$ cat config.mk
export PLATFORM = sky130hd
export DESIGN_NAME = clock_mode_ctrl
export DESIGN_NICKNAME = d
export VERILOG_FILES = /design/src/rtl/clock_pkg.sv /design/src/rtl/btn_debounce.sv /design/src/rtl/clock_mode_ctrl.sv
export SDC_FILE = /design/constraint.sdc
export NUM_CORES = 1
export LEC_CHECK = 0
export ABC_AREA = 1
export CAP_MARGIN = 20
export CORE_MARGIN = 4
export CORE_UTILIZATION = 30
export DETAILED_ROUTE_END_ITERATION = 7
export PLACE_DENSITY = 0.44
export SYNTH_ARGS = -nofsm -noshare
export SYNTH_HDL_FRONTEND = slang
export SYNTH_SLANG_ARGS = --single-unit
$ cat constraint.sdc
create_clock -name clk -period 3.5 [get_ports clk]
set_input_delay 0.7 -clock clk [delete_from_list [all_inputs] [get_ports clk]]
set_output_delay 0.7 -clock clk [all_outputs]
set_load 0.01 [all_outputs]
$ cat src/rtl/clock_pkg.sv
// Shared mode/turn encodings for the front-panel controller and the time-set / alarm-set datapaths.
package clock_pkg;

   localparam logic [1:0] MODE_RUN       = 2'd0;
   localparam logic [1:0] MODE_TIME_SET  = 2'd1;
   localparam logic [1:0] MODE_ALARM_SET = 2'd2;

   localparam logic TURN_HOUR = 1'b1;
   localparam logic TURN_MIN  = 1'b0;

   typedef enum logic [1:0] {
      ST_RUN       = 2'd0,
      ST_TIME_SET  = 2'd1,
      ST_ALARM_SET = 2'd2
   } mode_e;

   function automatic logic is_set_mode(input logic [1:0] m);
      return (m == MODE_TIME_SET) || (m == MODE_ALARM_SET);
   endfunction

endpackage

$ cat src/rtl/btn_debounce.sv
// Push-button conditioner: 2-FF synchroniser, stability counter, and a one-clk press
// pulse that coincides with the accepted 0->1 transition of level.
module btn_debounce #(
   parameter int DB_CYCLES = 50000,
   parameter int DB_W      = 16
) (
   input  logic clk,
   input  logic rst_n,
   input  logic raw,
   output logic level,
   output logic press
);

   logic            sync1;
   logic            sync2;
   logic [DB_W-1:0] cnt;
   logic            accept;

   assign accept = (sync2 != level) && (cnt == DB_W'(DB_CYCLES - 1));
   assign press  = accept && sync2;

   always_ff @(posedge clk) begin
      if (!rst_n) begin
         sync1 <= 1'b0;
         sync2 <= 1'b0;
         level <= 1'b0;
         cnt   <= '0;
      end else begin
         sync1 <= raw;
         sync2 <= sync1;
         if (sync2 == level) begin
            cnt <= '0;
         end else if (accept) begin
            level <= sync2;
            cnt   <= '0;
         end else begin
            cnt <= cnt + DB_W'(1);
         end
      end
   end

endmodule

$ cat src/rtl/clock_mode_ctrl.sv
// Front-panel controller: debounced buttons drive the RUN/TIME_SET/ALARM_SET FSM,
// idle auto-return, and alarm ring timing.
//
//  state        | meaning
//  ST_RUN       | normal display, sel/inc ignored
//  ST_TIME_SET  | editing time, sel toggles field, inc strobes change
//  ST_ALARM_SET | editing alarm, same controls as ST_TIME_SET
module clock_mode_ctrl
   import clock_pkg::*;
#(
   parameter int DB_CYCLES = 50000,
   parameter int DB_W      = 16,
   parameter int IDLE_SECS = 30,
   parameter int RING_SECS = 60
) (
   input  logic       clk,
   input  logic       rst_n,
   input  logic       btn_mode_raw,
   input  logic       btn_sel_raw,
   input  logic       btn_inc_raw,
   input  logic       sec_tick,
   input  logic [7:0] hour,
   input  logic [7:0] minute,
   input  logic [7:0] alarm_hour,
   input  logic [7:0] alarm_minute,
   input  logic       alarm_en,
   output logic [1:0] mode,
   output logic       turn,
   output logic       change,
   output logic       ring
);

   localparam int IDLE_W = $clog2(IDLE_SECS + 1);
   localparam int RING_W = $clog2(RING_SECS + 1);

   logic              lvl_mode, lvl_sel, lvl_inc;
   logic              press_mode, press_sel, press_inc, any_press;
   logic              match, match_q, ring_expire, set_mode;
   logic [IDLE_W-1:0] idle_cnt;
   logic [RING_W-1:0] ring_cnt;
   mode_e             mode_q;

   btn_debounce #(.DB_CYCLES(DB_CYCLES), .DB_W(DB_W)) u_db_mode (
      .clk(clk), .rst_n(rst_n), .raw(btn_mode_raw), .level(lvl_mode), .press(press_mode));
   btn_debounce #(.DB_CYCLES(DB_CYCLES), .DB_W(DB_W)) u_db_sel (
      .clk(clk), .rst_n(rst_n), .raw(btn_sel_raw), .level(lvl_sel), .press(press_sel));
   btn_debounce #(.DB_CYCLES(DB_CYCLES), .DB_W(DB_W)) u_db_inc (
      .clk(clk), .rst_n(rst_n), .raw(btn_inc_raw), .level(lvl_inc), .press(press_inc));

   assign any_press   = press_mode || press_sel || press_inc;
   assign match       = alarm_en && (hour == alarm_hour) && (minute == alarm_minute);
   assign ring_expire = sec_tick && (ring_cnt == RING_W'(1));
   assign set_mode    = is_set_mode(mode_q);
   assign mode        = mode_q;

   always_ff @(posedge clk) begin
      if (!rst_n) begin
         mode_q   <= ST_RUN;
         turn     <= TURN_HOUR;
         change   <= 1'b0;
         ring     <= 1'b0;
         match_q  <= 1'b0;
         idle_cnt <= '0;
         ring_cnt <= '0;
      end else begin
         match_q <= match;
         change  <= 1'b0;

         // Ring timer counts down from RING_SECS; a press or disarm cancels it, and a
         // cancelling condition in the rising cycle suppresses the rise.
         if (ring) begin
            if (any_press || !alarm_en || ring_expire) begin
               ring     <= 1'b0;
               ring_cnt <= '0;
            end else if (sec_tick) begin
               ring_cnt <= ring_cnt - RING_W'(1);
            end
         end else if (match && !match_q && !any_press) begin
            ring     <= 1'b1;
            ring_cnt <= RING_W'(RING_SECS);
         end

         case (mode_q)
            ST_RUN, ST_TIME_SET, ST_ALARM_SET: begin
               if (any_press) begin
                  idle_cnt <= '0;
                  if (!ring) begin
                     if (press_mode) begin
                        case (mode_q)
                           ST_RUN:       mode_q <= ST_TIME_SET;
                           ST_TIME_SET:  mode_q <= ST_ALARM_SET;
                           default:      mode_q <= ST_RUN;
                        endcase
                        if (mode_q != ST_ALARM_SET) turn <= TURN_HOUR;
                     end else if (press_sel) begin
                        if (set_mode) turn <= ~turn;
                     end else if (set_mode) begin
                        change <= 1'b1;
                     end
                  end
               end else if (set_mode && sec_tick) begin
                  if (idle_cnt == IDLE_W'(IDLE_SECS - 1)) begin
                     mode_q   <= ST_RUN;
                     turn     <= TURN_HOUR;
                     idle_cnt <= '0;
                  end else begin
                     idle_cnt <= idle_cnt + IDLE_W'(1);
                  end
               end
            end
            default: mode_q <= ST_RUN;
         endcase
      end
   end

endmodule

After elaboration in Yosys (flattened, before gate mapping)
Index checks and enable logic that the tools add are counted.

cells by class
  mux-type cells = 25
  reductions and logical operators = 37
  add/sub/neg operators = 5
  bitwise operators = 7
  equal/unequal tests = 22

operators by type and width
  cell                                               number
  adder 16 x 1 -> 16 bit (second input constant)     3
  == test 16 bit (second input constant)             3
  2-to-1 mux 6 bit                                   4
  == test 8 bit                                      2
  2-to-1 mux 5 bit                                   3
  logical AND 1 bit                                  12
  2-to-1 mux 1 bit                                   12
  AND reduction 2 bit                                6
  OR reduction 3 bit                                 4
  2-to-1 mux 2 bit                                   5
  != test 3 x 2 -> 1 bit (second input constant)     3
  inverter 1 bit                                     7
  AND reduction 7 bit                                1
  == test 6 x 1 -> 1 bit (second input constant)     1
  != test 2 bit (second input constant)              3
  nonzero test 2 bit                                 3
  OR reduction 6 bit                                 1
  subtractor 6 x 1 -> 6 bit (second input constant)  1
  adder 5 x 1 -> 5 bit (second input constant)       1
  == test 5 bit (second input constant)              1
  logical OR 1 bit                                   5
  one-hot mux 2 bit (2 select lines)                 1
  AND reduction 4 bit                                1
  == test 1 bit                                      3
  6 further kinds                                    10

storage, ports and cells
  input bits = 39
  output and inout port bits = 5
  word-level logic and storage cells = 115
  register bits = 74

Logic depth before layout (Yosys ltp)
Gate-level depths: netlist of run 1.

  depth in word-level cells = 9
  depth in mapped cells = 13
  mapped depth without buffers = 13

Modules after synthesis
Synthesis of run 1 repeated with hierarchy kept, for this count alone.

unflattened totals
  cell total of the unflattened synthesis = 704
  area, all modules = 4528.1 µm²

modules (own cells, without submodules)
  module           area an instance (µm²)  cells each  seq. area each (µm²)  times used
  btn_debounce     1028.5                  157         380.4                 3
  clock_mode_ctrl  1442.6                  233         340.3                 1

Worst setup path before layout of run 1
No wires, ideal clock.

  path type = input to register
  start = input rst_n
  end = register u_db_sel.cnt[13]
  slack = 1775 ps
  cell stages on the path = 6
  arrival = 1648 ps
  library setup time = 78 ps
  data required time = 3422 ps
  buffers on the path = 2
  cell sequence = clkbuf_2 inv_1 a31oi_1 nand2_1 buf_2 nor3_1

between the ends
  cells in the longest elaborated chain, start to end = 2

RTL lines
  item                          line                   RTL
  start, declared               clock_mode_ctrl.sv:17  input logic rst_n,
  inverter 1 bit (no line)      n/a
  OR reduction 3 bit (no line)  n/a
  end signal, assigned          btn_debounce.sv:37     cnt <= cnt + DB_W'(1);
  end, declared                 btn_debounce.sv:16     logic [DB_W-1:0] cnt;

No other way between the ends.
A chain may end at the register's enable or synchronous reset.

Final worst setup path of run 1
  start = register ring
  end = output ring

RTL lines
  item                    line                   RTL
  start, declared         clock_mode_ctrl.sv:30  output logic ring
  start signal, assigned  clock_mode_ctrl.sv:61  ring <= 1'b0;
  start signal, assigned  clock_mode_ctrl.sv:73  ring <= 1'b0;
  start signal, assigned  clock_mode_ctrl.sv:79  ring <= 1'b1;

No word-level cell between the ends.

==> qor.txt, run 1 <==
CP Capture Type = output port
Comb pwr share = 6.1%
Hold-fix buffer count after cts = 0
Worst r2r src = u_db_sel.cnt[0]$_SDFF_PP0_
I/O pin cnt = 44
RSZ-0062 raised after global routing = no
Pins Over Slew Limit = 0
Worst r2r path cells = 7
Row count = 43
CP Cell Sequence = clkdlybuf4s50_1
Top cells by area, synth = dfxtp_1 35%, nand2_1 12%, nor2_1 9.4%, inv_1 8.5%, nand3_1 3.7%
Leak = 2.171 nW
Post-Syn Nets = 676
CTS tree = yes
Mean Syn Cell Area = 6.786 sq um
DR vias = 3805
CP max-delay cell = clkdlybuf4s50_1
Crit path buf inv count = 1
P_sw = 390.0 uW
Hold path depth = 2
#FFs+latches synth = 74
Endpoint, Worst Hold = u_db_mode.sync2$_SDFF_PN0_
Worst skew pair latency = 0.33 ns
Seq pwr share = 46.2%
FF-to-FF setup slack = 1.57 ns
Pre-CTS setup slack = 0.9994 ns
Net Sw Frac = 21.21%
Synthesized instance count = 626
Worst Hold Class = reg2reg
WHS = 0.4148 ns
Crit Path Max Fanout = 11
CP Class = reg2out
Die ar. = 16130 sq um
CTS resizes = 0
Setup Fix Bufs, Post-CTS = 0
Worst R2R End = u_db_sel.cnt[12]$_SDFF_PP0_
Post-synthesis sequential area ratio = 34.87%
CTS sink cnt = 74
Gr ovfl total = 0
Fraction of layout cells with a size suffix above 1 = 8.676%
Final Cycle Share = 63.90%
CTS H-Tree Depth = 3
PwrDens = 355.7 nW/um^2
Initial antenna violation count = 0
Min-delay src = u_db_mode.sync1$_SDFF_PN0_
Critical Path RT = 2.80 ns
Top cell type's share of synthesized area = 34.87%
Setup slack after layout = 1.264 ns
Most used DFF post-synth = dfxtp_1
# nets final = 727
Power share of the clock group = 47.7%
DP HPWL = 7.282 mm
Synthesized cell area = 4248 sq um
Post-route DRC = 0
Yosys cell types = 43
Critical Path Source Type = flip-flop
Power, Total = 1.839 mW
Layout filler cell count = 1470
First-pass GRT wire length = 16.30 mm
Clk buf depth = 2
Fmax = 447.2 MHz
Number of synthesized flops with an enable pin = 0
Die Span X = 127.0 um
Worst Skew = 0.005917 ns
Vias per cell = 4.424
Routed WL = 9.259 mm
Status = completed
DRT iter0 DRCs = 172
Setup TNS Final = 0 ns
Max-cap check violation count = 0
Drt wl/cell = 10.77 um
Fin. Hold Viols = 0
CP delay by family, top = buffers and inverters
Initial core utilization = 30.60%
Yosys top cell by area = dfxtp_1
Die Y = 127.0 um
WP data arrival = 1.54 ns
DRT Pass-1 Iters = 4
Max-Slew Margin vs Limit = 65.67%
Gpl congestion = 0.7537
Routed Antenna Nets = 0
Num CTS Buffers = 9
Endpoints failing setup = 0
Synth-to-Final Area Change = 21.74%
Final min period = 2.236 ns
CTS root buf = clkbuf_16
IO buf count = 43
Antenna diodes = 0
Worst-Margin Slew = 0.5135 ns
Largest net degree at the start of global routing = 17
CP max stage delay = 0.63 ns
Core Region = 13880 sq um
All-Layer GR Usage = 12.11%
Ys async rst share = 0%
Internal = 1.449 mW
Clock transition at path regs = 0.06 ns
Synth Warn # = 0
Peak supply drop = 0.0002151 V
Number of global-route vias before repair = 3658
-- state kept, by name (all words and copies together) (netlist names) --
signal	flops
u_db_mode.sync2	1
u_db_inc.sync2	1
u_db_mode.level	1
ring_cnt	6
turn	1
match_q	1
u_db_inc.cnt	16
idle_cnt	5
ring	1
u_db_sel.level	1
mode	2
u_db_sel.sync1	1
u_db_inc.sync1	1
u_db_mode.sync1	1
u_db_inc.level	1
change	1
u_db_mode.cnt	16
u_db_sel.sync2	1
u_db_sel.cnt	16
-- cell usage after synthesis (7+ instances only) --
cell / n
nand4_1: 12
dfxtp_1: 74
a21oi_1: 28
inv_1: 96
nor3_1: 21
nand3_1: 31
o21ai_0: 16
xor2_1: 15
nand2_1: 139
ha_1: 11
nor2_1: 106
nor3b_1: 7
-- power groups by stage --
stage	clock network [mW]	registers (mW)	logic, mW
detailed placement	0	0.868	0.114
floorplan	0	0.868	0.0518
CTS	0.914	0.850	0.114
global route	0.940	0.850	0.128
global placement	0	0.868	0.113
finish	0.877	0.850	0.113
-- per-stage QoR --
stage | cell area, sq um | std cells | util (%)
after global placement | 4896 | 846 | 35.27
after global routing | 5171 | 860 | 37.25
final | 5171 | 860 | 37.25
after floorplan | 4248 | 626 | -
after detailed placement | 4896 | 846 | 35.27
after CTS | 5171 | 860 | 37.25
-- worst max-delay path by stage --
| stage | from | to | cells past startpoint |
|---|---|---|---|
| floorplan | rst_n | u_db_sel.cnt[13]$_SDFF_PP0_ | 6 |
| global placement | rst_n | u_db_sel.cnt[12]$_SDFF_PP0_ | 6 |
| detailed placement | rst_n | u_db_sel.cnt[12]$_SDFF_PP0_ | 6 |
| CTS | ring$_SDFF_PN0_ | ring | 1 |
| global route | ring$_SDFF_PN0_ | ring | 1 |
| finish | ring$_SDFF_PN0_ | ring | 1 |
-- area by class of cell --
type	instances	area [sq um]	area share, %
Clock buffer	11	232.7	4.500
Timing Repair Buffer	47	460.4	8.904
Clock inverter	3	42.54	0.8226
Tap cell	180	225.2	4.355
Multi-Input combinational cell	444	2349	45.41
Inverter	101	380.4	7.355
Sequential cell	74	1481	28.65
-- per-layer routing --
metal	vias to the layer above	wire (um)	track usage [%]
met5	-	0	0
met3	9	321	3.010
met2	50	4168	19.74
met4	0	105	3.407
li1	2076	-	-
met1	1670	4663	15.96
-- placed cells by master, fill, tap and decap left out, types with 2 or more instances in the layout --
cell and instances:
o21a_1 2, nor3b_1 7, nand2_2 6, o21ai_0 16
buf_4 4, nand3_2 6, nor2_1 106, nor2_4 3
clkinv_2 2, nor4_1 2, inv_1 96, inv_2 4
nor3_1 21, nand3_1 31, ha_1 11, dfxtp_1 74
a21oi_1 28, clkbuf_1 2, xor2_1 15, nor3_2 5
nand2_1 139, clkdlybuf4s50_1 43, nor2_2 5, nand4_1 12
o211ai_1 2, nor3b_2 2, xnor2_1 6, nand4_2 3
clkbuf_16 9, a31oi_1 3
-- kinds of logic after synthesis --
kind of cell	count (synthesis)	share of synthesized area, %
buffers and inverters	108	9.838
flip-flops	74	34.87
adder cells (fa/ha/maj)	11	3.240
AND/OR/NAND/NOR	357	40.68
XOR/XNOR	21	4.330
AO/OA/AOI/OAI	55	7.040
No activity file was read; power rests on OpenSTA's default activity.
==> run 2, diff against run 1 <==
==> constraint.sdc (replaced) <==
create_clock -name clk -period 2.3 [get_ports clk]
set_input_delay 0.46 -clock clk [delete_from_list [all_inputs] [get_ports clk]]
set_output_delay 0.46 -clock clk [all_outputs]
set_load 0.01 [all_outputs]
==> run 2 against run 1 <==
Against the previous run: largest power group unchanged; non-clock buffer count is 1 higher; clock skew shrank 0.0010 ns; highest routed layer unchanged; final area up 1.5%.
==> qor.txt, run 2 (synthesized netlist as in run 1, its figures left out) <==
Status = completed
First-pass GRT wire length = 15.70 mm
Num CTS Buffers = 9
FF-to-FF setup slack = 0.45 ns
Crit path buf inv count = 1
Die Y = 127.0 um
Worst skew pair latency = 0.34 ns
Commonest cells after routing, fill and taps aside = 139 x nand2_1, 106 x nor2_1, 96 x inv_1
Post-route DRC = 0
Initial core utilization = 30.60%
Antenna diodes = 0
CP max stage delay = 0.63 ns
IO buf count = 43
Gr ovfl total = 0
CTS resizes = 0
Setup Fix Bufs, Post-CTS = 0
Endpoints failing setup = 0
Initial antenna violation count = 0
# nets final = 728
Critical Path Source Type = flip-flop
CTS H-Tree Depth = 3
Post-route insts no fill = 863
Biggest regs = u_db_inc.cnt (16), u_db_mode.cnt (16), u_db_sel.cnt (16)
Pins Over Slew Limit = 0
Peak supply drop = 0.0004892 V
Power, Total = 3.082 mW
Fin. Hold Viols = 0
DRT Pass-1 Iters = 4
Leak = 2.202 nW
Worst Hold Class = reg2reg
Pre-CTS setup slack = 0.2110 ns
Routed Antenna Nets = 0
CP Capture Type = output port
Row count = 43
Synth-to-Final Area Change = 23.51%
Hold path depth = 2
CTS root buf = clkbuf_16
PwrDens = 587.4 nW/um^2
I/O pin cnt = 44
CP max-delay cell = clkdlybuf4s50_1
Fraction of layout cells with a size suffix above 1 = 9.370%
Die ar. = 16130 sq um
Worst-Margin Slew = 0.4973 ns
Clk buf depth = 2
WP data arrival = 1.56 ns
Endpoint, Worst Hold = u_db_mode.sync2$_SDFF_PN0_
Placed Instances = 847
Final min period = 2.019 ns
CP Cell Sequence = clkdlybuf4s50_1
Hold-fix buffer count after cts = 0
Worst Skew = 0.004891 ns
DRT iter0 DRCs = 138
RSZ-0062 raised after global routing = no
Min-delay src = u_db_mode.sync1$_SDFF_PN0_
DR vias = 3796
Number of global-route vias before repair = 3545
Max-cap check violation count = 0
All-Layer GR Usage = 11.86%
CP delay by family, top = buffers and inverters
Die Span X = 127.0 um
Routed WL = 8.969 mm
Most common cell after layout, fill and taps aside = nand2_1
Drt wl/cell = 10.39 um
Core Region = 13880 sq um
CTS sink cnt = 74
Critical Path RT = 1.84 ns
Fmax = 495.3 MHz
CTS tree = yes
CP Class = reg2out
Worst R2R End = ring_cnt[2]$_SDFFE_PN0P_
Setup slack after layout = 0.2808 ns
Setup TNS Final = 0 ns
Max-Slew Margin vs Limit = 66.77%
Clock transition at path regs = 0.06 ns
Worst r2r path cells = 10
Final Cycle Share = 87.79%
Utilization after layout = 37.80%
Worst r2r src = u_db_mode.cnt[0]$_SDFF_PP0_
Vias per cell = 4.399
Gpl congestion = 0.8028
DP HPWL = 6.982 mm
Crit Path Max Fanout = 11
Largest net degree at the start of global routing = 17
-- run 2: worst max path at each step --
stage                                        endpoint  slack (ns)  cells after the start                   startpoint
after floorplan                     turn$_SDFFE_PN1P_        0.72                     10  u_db_mode.cnt[0]$_SDFF_PP0_
after global placement    u_db_sel.cnt[14]$_SDFF_PP0_        0.18                      6                        rst_n
after detailed placement  u_db_sel.cnt[14]$_SDFF_PP0_        0.21                      6                        rst_n
after CTS                                        ring        0.26                      1              ring$_SDFF_PN0_
after global routing                             ring        0.19                      1              ring$_SDFF_PN0_
final                                            ring        0.28                      1              ring$_SDFF_PN0_
-- run 2: layer usage --
layer	up-vias	part of all wire, %	track usage, %
met5	-	0	0
met4	0	1.4	3.975
met3	11	4.3	3.930
met2	54	45	18.96
met1	1658	49	15.07
li1	2073	-	-
-- run 2: through the flow --
| step | area [sq um] | hold WS [ns] |
|---|---|---|
| 6_report | 5246 | 0.4091 |
| 3_5_place_dp | 4903 | 0.3960 |
| 2_1_floorplan | 4248 | 0.3905 |
| 3_3_place_gp | 4903 | 0.3936 |
| 4_1_cts | 5246 | 0.4097 |
| 5_1_grt | 5246 | 0.4506 |
-- run 2: report_power, final --
part	total, mW	internal, mW	switching [mW]
sequential	1.29	1.29	0.00440
clock	1.62	1.06	0.562
combinational	0.170	0.0910	0.0789
-- run 2: cell type report --
class | count | area, sq um
fill | 1486 | 8635
multi-input combinational | 444 | 2349
sequential | 74 | 1481
timing repair buffer | 48 | 467.9
inverter | 101 | 380.4
clock buffer | 9 | 225.2
tap | 180 | 225.2
clock inverter | 7 | 117.6
